[src/rtl/gi_popcount_arbiter_if.sv]
// Request/result bus of the shared ones-counter: two sample requesters in, one tagged result out.
// The master modport is the sensor/consumer side; the slave modport is the counter.
interface gi_popcount_arbiter_if #(
    parameter int DATA_W = 8,
    parameter int CNT_W  = 4
);
    logic              req0_valid;
    logic [DATA_W-1:0] req0_data;
    logic              req0_ready;
    logic              req1_valid;
    logic [DATA_W-1:0] req1_data;
    logic              req1_ready;
    logic              res_valid;
    logic              res_ready;
    logic              res_ch;
    logic [CNT_W-1:0]  res_count;
    logic              busy;

    modport master (
        output req0_valid, req0_data, req1_valid, req1_data, res_ready,
        input  req0_ready, req1_ready, res_valid, res_ch, res_count, busy
    );

    modport slave (
        input  req0_valid, req0_data, req1_valid, req1_data, res_ready,
        output req0_ready, req1_ready, res_valid, res_ch, res_count, busy
    );
endinterface

[src/rtl/gi_popcount_arbiter.sv]
// Round-robin shared bit-serial ones-counter for two sample channels (glycemic index result).
// Optional GI_EARLY_EXIT_EN: leave COUNT as soon as no 1 bits remain in the shift register.
module gi_popcount_arbiter #(
    parameter int DATA_W = 8,
    parameter int CNT_W  = 4
) (
    input  logic                   clk,
    input  logic                   rst_n,
    gi_popcount_arbiter_if.slave   bus
);

    localparam int IDX_W = (DATA_W > 1) ? $clog2(DATA_W) : 1;

    typedef enum logic [1:0] {
        IDLE,
        COUNT,
        RESULT
    } state_t;

    state_t            state_q;
    logic [DATA_W-1:0] shiftReg_q;
    logic [DATA_W-1:0] shiftReg_d;
    logic [CNT_W-1:0]  acc_q;
    logic [CNT_W-1:0]  acc_d;
    logic [IDX_W-1:0]  bitIdx_q;
    logic              ch_q;
    logic              lastGrant_q;
    logic              resValid_q;
    logic              resCh_q;
    logic [CNT_W-1:0]  resCount_q;
    logic              busy_q;
    logic              grant0;
    logic              grant1;
    logic              countDone;

    // A tie goes to the channel that was not granted last; ready is held low while in reset.
    always_comb begin
        grant0 = rst_n && (state_q == IDLE) && bus.req0_valid
                 && (!bus.req1_valid || lastGrant_q);
        grant1 = rst_n && (state_q == IDLE) && bus.req1_valid
                 && (!bus.req0_valid || !lastGrant_q);
    end

    always_comb begin
        shiftReg_d = shiftReg_q >> 1;
        acc_d      = acc_q + CNT_W'(shiftReg_q[0]);
`ifdef GI_EARLY_EXIT_EN
        countDone  = (bitIdx_q == IDX_W'(DATA_W - 1)) || (shiftReg_d == '0);
`else
        countDone  = (bitIdx_q == IDX_W'(DATA_W - 1));
`endif
    end

    always_ff @(posedge clk or negedge rst_n) begin
        if (!rst_n) begin
            state_q     <= IDLE;
            shiftReg_q  <= '0;
            acc_q       <= '0;
            bitIdx_q    <= '0;
            ch_q        <= 1'b0;
            lastGrant_q <= 1'b1;
            resValid_q  <= 1'b0;
            resCh_q     <= 1'b0;
            resCount_q  <= '0;
            busy_q      <= 1'b0;
        end else begin
            case (state_q)
                IDLE: begin
                    if (grant0 || grant1) begin
                        shiftReg_q  <= grant1 ? bus.req1_data : bus.req0_data;
                        ch_q        <= grant1;
                        lastGrant_q <= grant1;
                        acc_q       <= '0;
                        bitIdx_q    <= '0;
                        busy_q      <= 1'b1;
                        state_q     <= COUNT;
                    end
                end
                COUNT: begin
                    shiftReg_q <= shiftReg_d;
                    acc_q      <= acc_d;
                    bitIdx_q   <= bitIdx_q + IDX_W'(1);
                    if (countDone) begin
                        resValid_q <= 1'b1;
                        resCount_q <= acc_d;
                        resCh_q    <= ch_q;
                        state_q    <= RESULT;
                    end
                end
                RESULT: begin
                    // The result is held until the consumer takes it; no new grant in this cycle.
                    if (bus.res_ready) begin
                        resValid_q <= 1'b0;
                        busy_q     <= 1'b0;
                        state_q    <= IDLE;
                    end
                end
                default: begin
                    state_q <= IDLE;
                end
            endcase
        end
    end

    assign bus.req0_ready = grant0;
    assign bus.req1_ready = grant1;
    assign bus.res_valid  = resValid_q;
    assign bus.res_ch     = resCh_q;
    assign bus.res_count  = resCount_q;
    assign bus.busy       = busy_q;

endmodule
[src/flat_wrapper.sv]
// flat-port wrapper written by rule: the top's interface ports become plain ports
module gi_popcount_arbiter_flat 
#(
    parameter int DATA_W = 8,
    parameter int CNT_W  = 4
)
  (clk, rst_n, bus_req0_valid, bus_req0_data, bus_req1_valid, bus_req1_data, bus_res_ready, bus_req0_ready, bus_req1_ready, bus_res_valid, bus_res_ch, bus_res_count, bus_busy);
  gi_popcount_arbiter_if #(.DATA_W(DATA_W), .CNT_W(CNT_W)) bus_i ();
  input  logic clk;
  input  logic rst_n;
  input wire logic [$bits(bus_i.req0_valid)-1:0] bus_req0_valid;
  input wire logic [$bits(bus_i.req0_data)-1:0] bus_req0_data;
  input wire logic [$bits(bus_i.req1_valid)-1:0] bus_req1_valid;
  input wire logic [$bits(bus_i.req1_data)-1:0] bus_req1_data;
  input wire logic [$bits(bus_i.res_ready)-1:0] bus_res_ready;
  output wire logic [$bits(bus_i.req0_ready)-1:0] bus_req0_ready;
  output wire logic [$bits(bus_i.req1_ready)-1:0] bus_req1_ready;
  output wire logic [$bits(bus_i.res_valid)-1:0] bus_res_valid;
  output wire logic [$bits(bus_i.res_ch)-1:0] bus_res_ch;
  output wire logic [$bits(bus_i.res_count)-1:0] bus_res_count;
  output wire logic [$bits(bus_i.busy)-1:0] bus_busy;
  assign bus_i.req0_valid = bus_req0_valid;
  assign bus_i.req0_data = bus_req0_data;
  assign bus_i.req1_valid = bus_req1_valid;
  assign bus_i.req1_data = bus_req1_data;
  assign bus_i.res_ready = bus_res_ready;
  assign bus_req0_ready = bus_i.req0_ready;
  assign bus_req1_ready = bus_i.req1_ready;
  assign bus_res_valid = bus_i.res_valid;
  assign bus_res_ch = bus_i.res_ch;
  assign bus_res_count = bus_i.res_count;
  assign bus_busy = bus_i.busy;
  gi_popcount_arbiter #(.DATA_W(DATA_W), .CNT_W(CNT_W)) u_core (.clk(clk), .rst_n(rst_n), .bus(bus_i));
endmodule
[config.mk]
export PLATFORM = sky130hd
export DESIGN_NAME = gi_popcount_arbiter_flat
export DESIGN_NICKNAME = d
export VERILOG_FILES = /design/src/rtl/gi_popcount_arbiter_if.sv /design/src/rtl/gi_popcount_arbiter.sv /design/src/flat_wrapper.sv
export SDC_FILE = /design/constraint.sdc
export NUM_CORES = 1
export LEC_CHECK = 0
export CAP_MARGIN = 30
export CORE_UTILIZATION = 49
export CTS_CLUSTER_DIAMETER = 60
export DETAILED_ROUTE_END_ITERATION = 8
export HOLD_SLACK_MARGIN = 0.1
export MAX_ROUTING_LAYER = met4
export PLACE_DENSITY = 0.79
export SETUP_SLACK_MARGIN = 0.4
export SYNTH_ARGS = -nofsm -noshare
export SYNTH_HDL_FRONTEND = slang
export SYNTH_SLANG_ARGS = --single-unit
[constraint.sdc]
create_clock -name clk -period 1.75 [get_ports clk]
set_input_delay 0.175 -clock clk [delete_from_list [all_inputs] [get_ports clk]]
set_output_delay 0.175 -clock clk [all_outputs]
set_load 0.05 [all_outputs]
==> flow_summary.ini, run 1 <==
[setup_path]
r2r_start = u_core.state_q[0]$_DFFE_PN0P_
cp.arrival_ns = 1.55
startpoint_type = flop
r2r-end = u_core.shiftReg_q[5]$_DFFE_PN0P_
worstPathMaxFanout = 2
worst_ep_required_time_ns = 1.57
reg2reg_depth = 5
endpoint_kind = output port
reg2reg_slack_ns = 0.19
crit_type = flop to output port

[global_routing]
grt_most_used_layer = met2
grtUsageMet3 = 0.0345
antenna_found_initial = 0
grt.met2_usage = 0.481
overflow = 0
grt_pass1_vias = 1196
grt_pass1_wl_um = 5430
grtUsageMet1 = 0.347
grt_max_degree = 27
track_usage = 0.280

[floorplan]
die_h_um = 53.2
ios = 30
rows = 18
dieArea_um2 = 2830
die_x_um = 53.2
core_um2 = 2480
initial_utilization = 0.519

[timing]
drv_slew = 0
worst_pin_slew_ns = 0.330
fmax_ghz = 0.581
layout_setup_ws_ns = 0.0281
post-route-min-period_ns = 1.72
whs_ns = 0.379
finalCritPeriodShare = 0.984
skew_ns = 0.00666
max-slew-margin-rel = 0.779
finalHoldViolCount = 0
setup_viol = 0
rsz0062_at_grt = true

[logic_synthesis]
ys_types = 31
async_reset_ff_frac = 1.00
synth_nets = 148
synthFlopType = dfrtp_1
synth-seq-area-share = 0.507
yosysWarnings = 0
synth_edf_count = 0
syn_area_um2 = 1290
ys_seq_elements = 26
synth_area_per_cell_um2 = 10.5
syn_inst = 123

[place]
portBuffers = 29
place_congestion = 0.813
place_area_um2 = 1720
place_ws_ns = -0.0486
dpl.hpwl_um = 2380

[pwr]
total_power_mw = 3.35
p_per_area_nw_per_um2 = 1680
peakVddDrop_uv = 1220
p_leak_nw = 0.934

[route]
ant_nets = 0
avgRoutedWirePerCell_um = 18.3
vias = 1226
drc = 0
wl_um = 3760
drt_pass1_iterations = 4
dr.first_iter.drc_count = 63
vias_per_cell = 5.98

[clock_tree]
cts-root-buf = clkbuf_4
cts_tree = done
h-tree-depth = 1
cts_buffers = 3
clk_latency_ns = 0.33
cts.sinks = 26
cts.clk_slew.worst_paths_ns = 0.15
clockBufferDepth = 2
postCtsHoldBufs = 0

[cells_and_area]
layout-drive-gt1-share = 0.343
area_growth_pct = 55.0
fillers = 149
regArea_um2 = 654
insertedDiodeCount = 0
num-nets-final = 201
multi_input_area_um2 = 691
final_area_um2 = 1990
fin_util = 0.805

[run_status]
outcome = complete, no violations

[job]
drv_cap = 0

[hold_path]
hold_path.class = input pin to asynchronous set/reset pin
-- registers in the layout (all words and copies together) (netlist names) --
signal and count:
u_core.bus.busy 1, u_core.bus.res_valid 1, u_core.lastGrant_q 1, u_core.bus.res_ch 1
u_core.ch_q 1, u_core.bus.res_count 4, u_core.bitIdx_q 3, u_core.acc_q 4
u_core.shiftReg_q 8, u_core.state_q 2
-- cells in the mapped netlist, types with 2 or more instances --
master     n  area share
a211o_1    6       0.041
a21oi_1   10       0.039
a22o_1    10       0.068
and3_1     6       0.029
buf_2      4       0.016
clkbuf_1   2      0.0058
dfrtp_1   25        0.49
ha_1       4       0.039
inv_1      3      0.0088
mux2_1     3       0.026
mux2i_1    2       0.016
nand2_1   19       0.055
nand3b_1   2       0.012
nor2_1     2      0.0058
o21ai_0    4       0.016
o21ai_1    6       0.023
-- cells by family after synthesis --
family,count (synthesis),synth area share
compound gates,41,0.220
simple gates,36,0.149
flops,26,0.507
buf+inv,9,0.0302
mux,5,0.0418
fa+ha+maj,4,0.0389
xor+xnor,2,0.0136
-- what timing repair did --
item	4_1_cts	5_1_grt
endpoints found under the setup margin	28	19
gates resized for setup	32	21
pin swaps	2	7
hold endpoints to repair	0	0
setup buffers	7	6
-- layout by cell type (no fill, tap or decap), drive strengths merged --
cell type / n
nor2: 2
a211o: 6
xnor2: 1
nor3b: 1
a21oi: 11
nand3b: 2
dfrtp: 25
nor2b: 1
a311oi: 1
clkbuf: 3
clkdlybuf4s15: 7
xor2: 1
a22o: 10
nand3: 1
ha: 4
bufinv: 1
mux2: 3
and3: 6
a31oi: 1
dfstp: 1
a21boi: 1
nand2b: 1
mux2i: 2
a22oi: 1
or2: 1
clkdlybuf4s50: 20
nand2: 21
o21ai: 10
inv: 3
buf: 27
-- report_power, final --
part | switching, mW | internal [mW]
Clock | 0.192 | 0.232
Sequential | 0.195 | 0.856
Combinational | 0.978 | 0.893
-- metrics by stage --
stage | std cells | TNS [ns]
finish | 205 | 0
detailed placement | 188 | -0.222
floorplan | 123 | 0
CTS | 199 | 0
global route | 205 | -0.0153
global placement | 188 | 0
-- how the worst max path moves through the flow --
stage	endpoint	cells past startpoint	startpoint
floorplan	bus_req0_ready	4	u_core.state_q[0]$_DFFE_PN0P_
global placement	bus_req0_ready	6	rst_n
detailed placement	u_core.shiftReg_q[0]$_DFFE_PN0P_	5	bus_req1_valid
CTS	bus_req1_ready	5	u_core.state_q[1]$_DFFE_PN0P_
global route	bus_req0_ready	5	u_core.state_q[0]$_DFFE_PN0P_
finish	bus_req0_ready	5	u_core.state_q[0]$_DFFE_PN0P_
-- worst max-delay path: stages (launching register included) --
cell     delay (ns)
dfrtp_2        0.46
nor3b_4        0.27
buf_6          0.15
nand2_4        0.05
a21oi_4        0.14
buf_12         0.15
-- metal layers --
layer | wire length (µm) | vias to the layer above
met1 | 1440 | 609
met4 | 91 | 0
li1 | - | 550
met2 | 2020 | 57
met3 | 215 | 10
met5 | 0 | -
-- cell type report --
| cell class | count | area share |
|---|---|---|
| clock buffer | 3 | 0.0113 |
| tap | 30 | 0.0188 |
| inverter | 3 | 0.00691 |
| timing repair buffer | 54 | 0.273 |
| sequential | 26 | 0.328 |
| multi-input combinational | 88 | 0.347 |
| clock inverter | 1 | 0.0151 |
Power figures use the tool's default switching activity.
==> inputs of run 2 (changes only) <==
CTS_CLUSTER_SIZE = 30   (was unset)
==> results of run 2 <==
Final layout, timing and power as in run 1 (identical DEF).
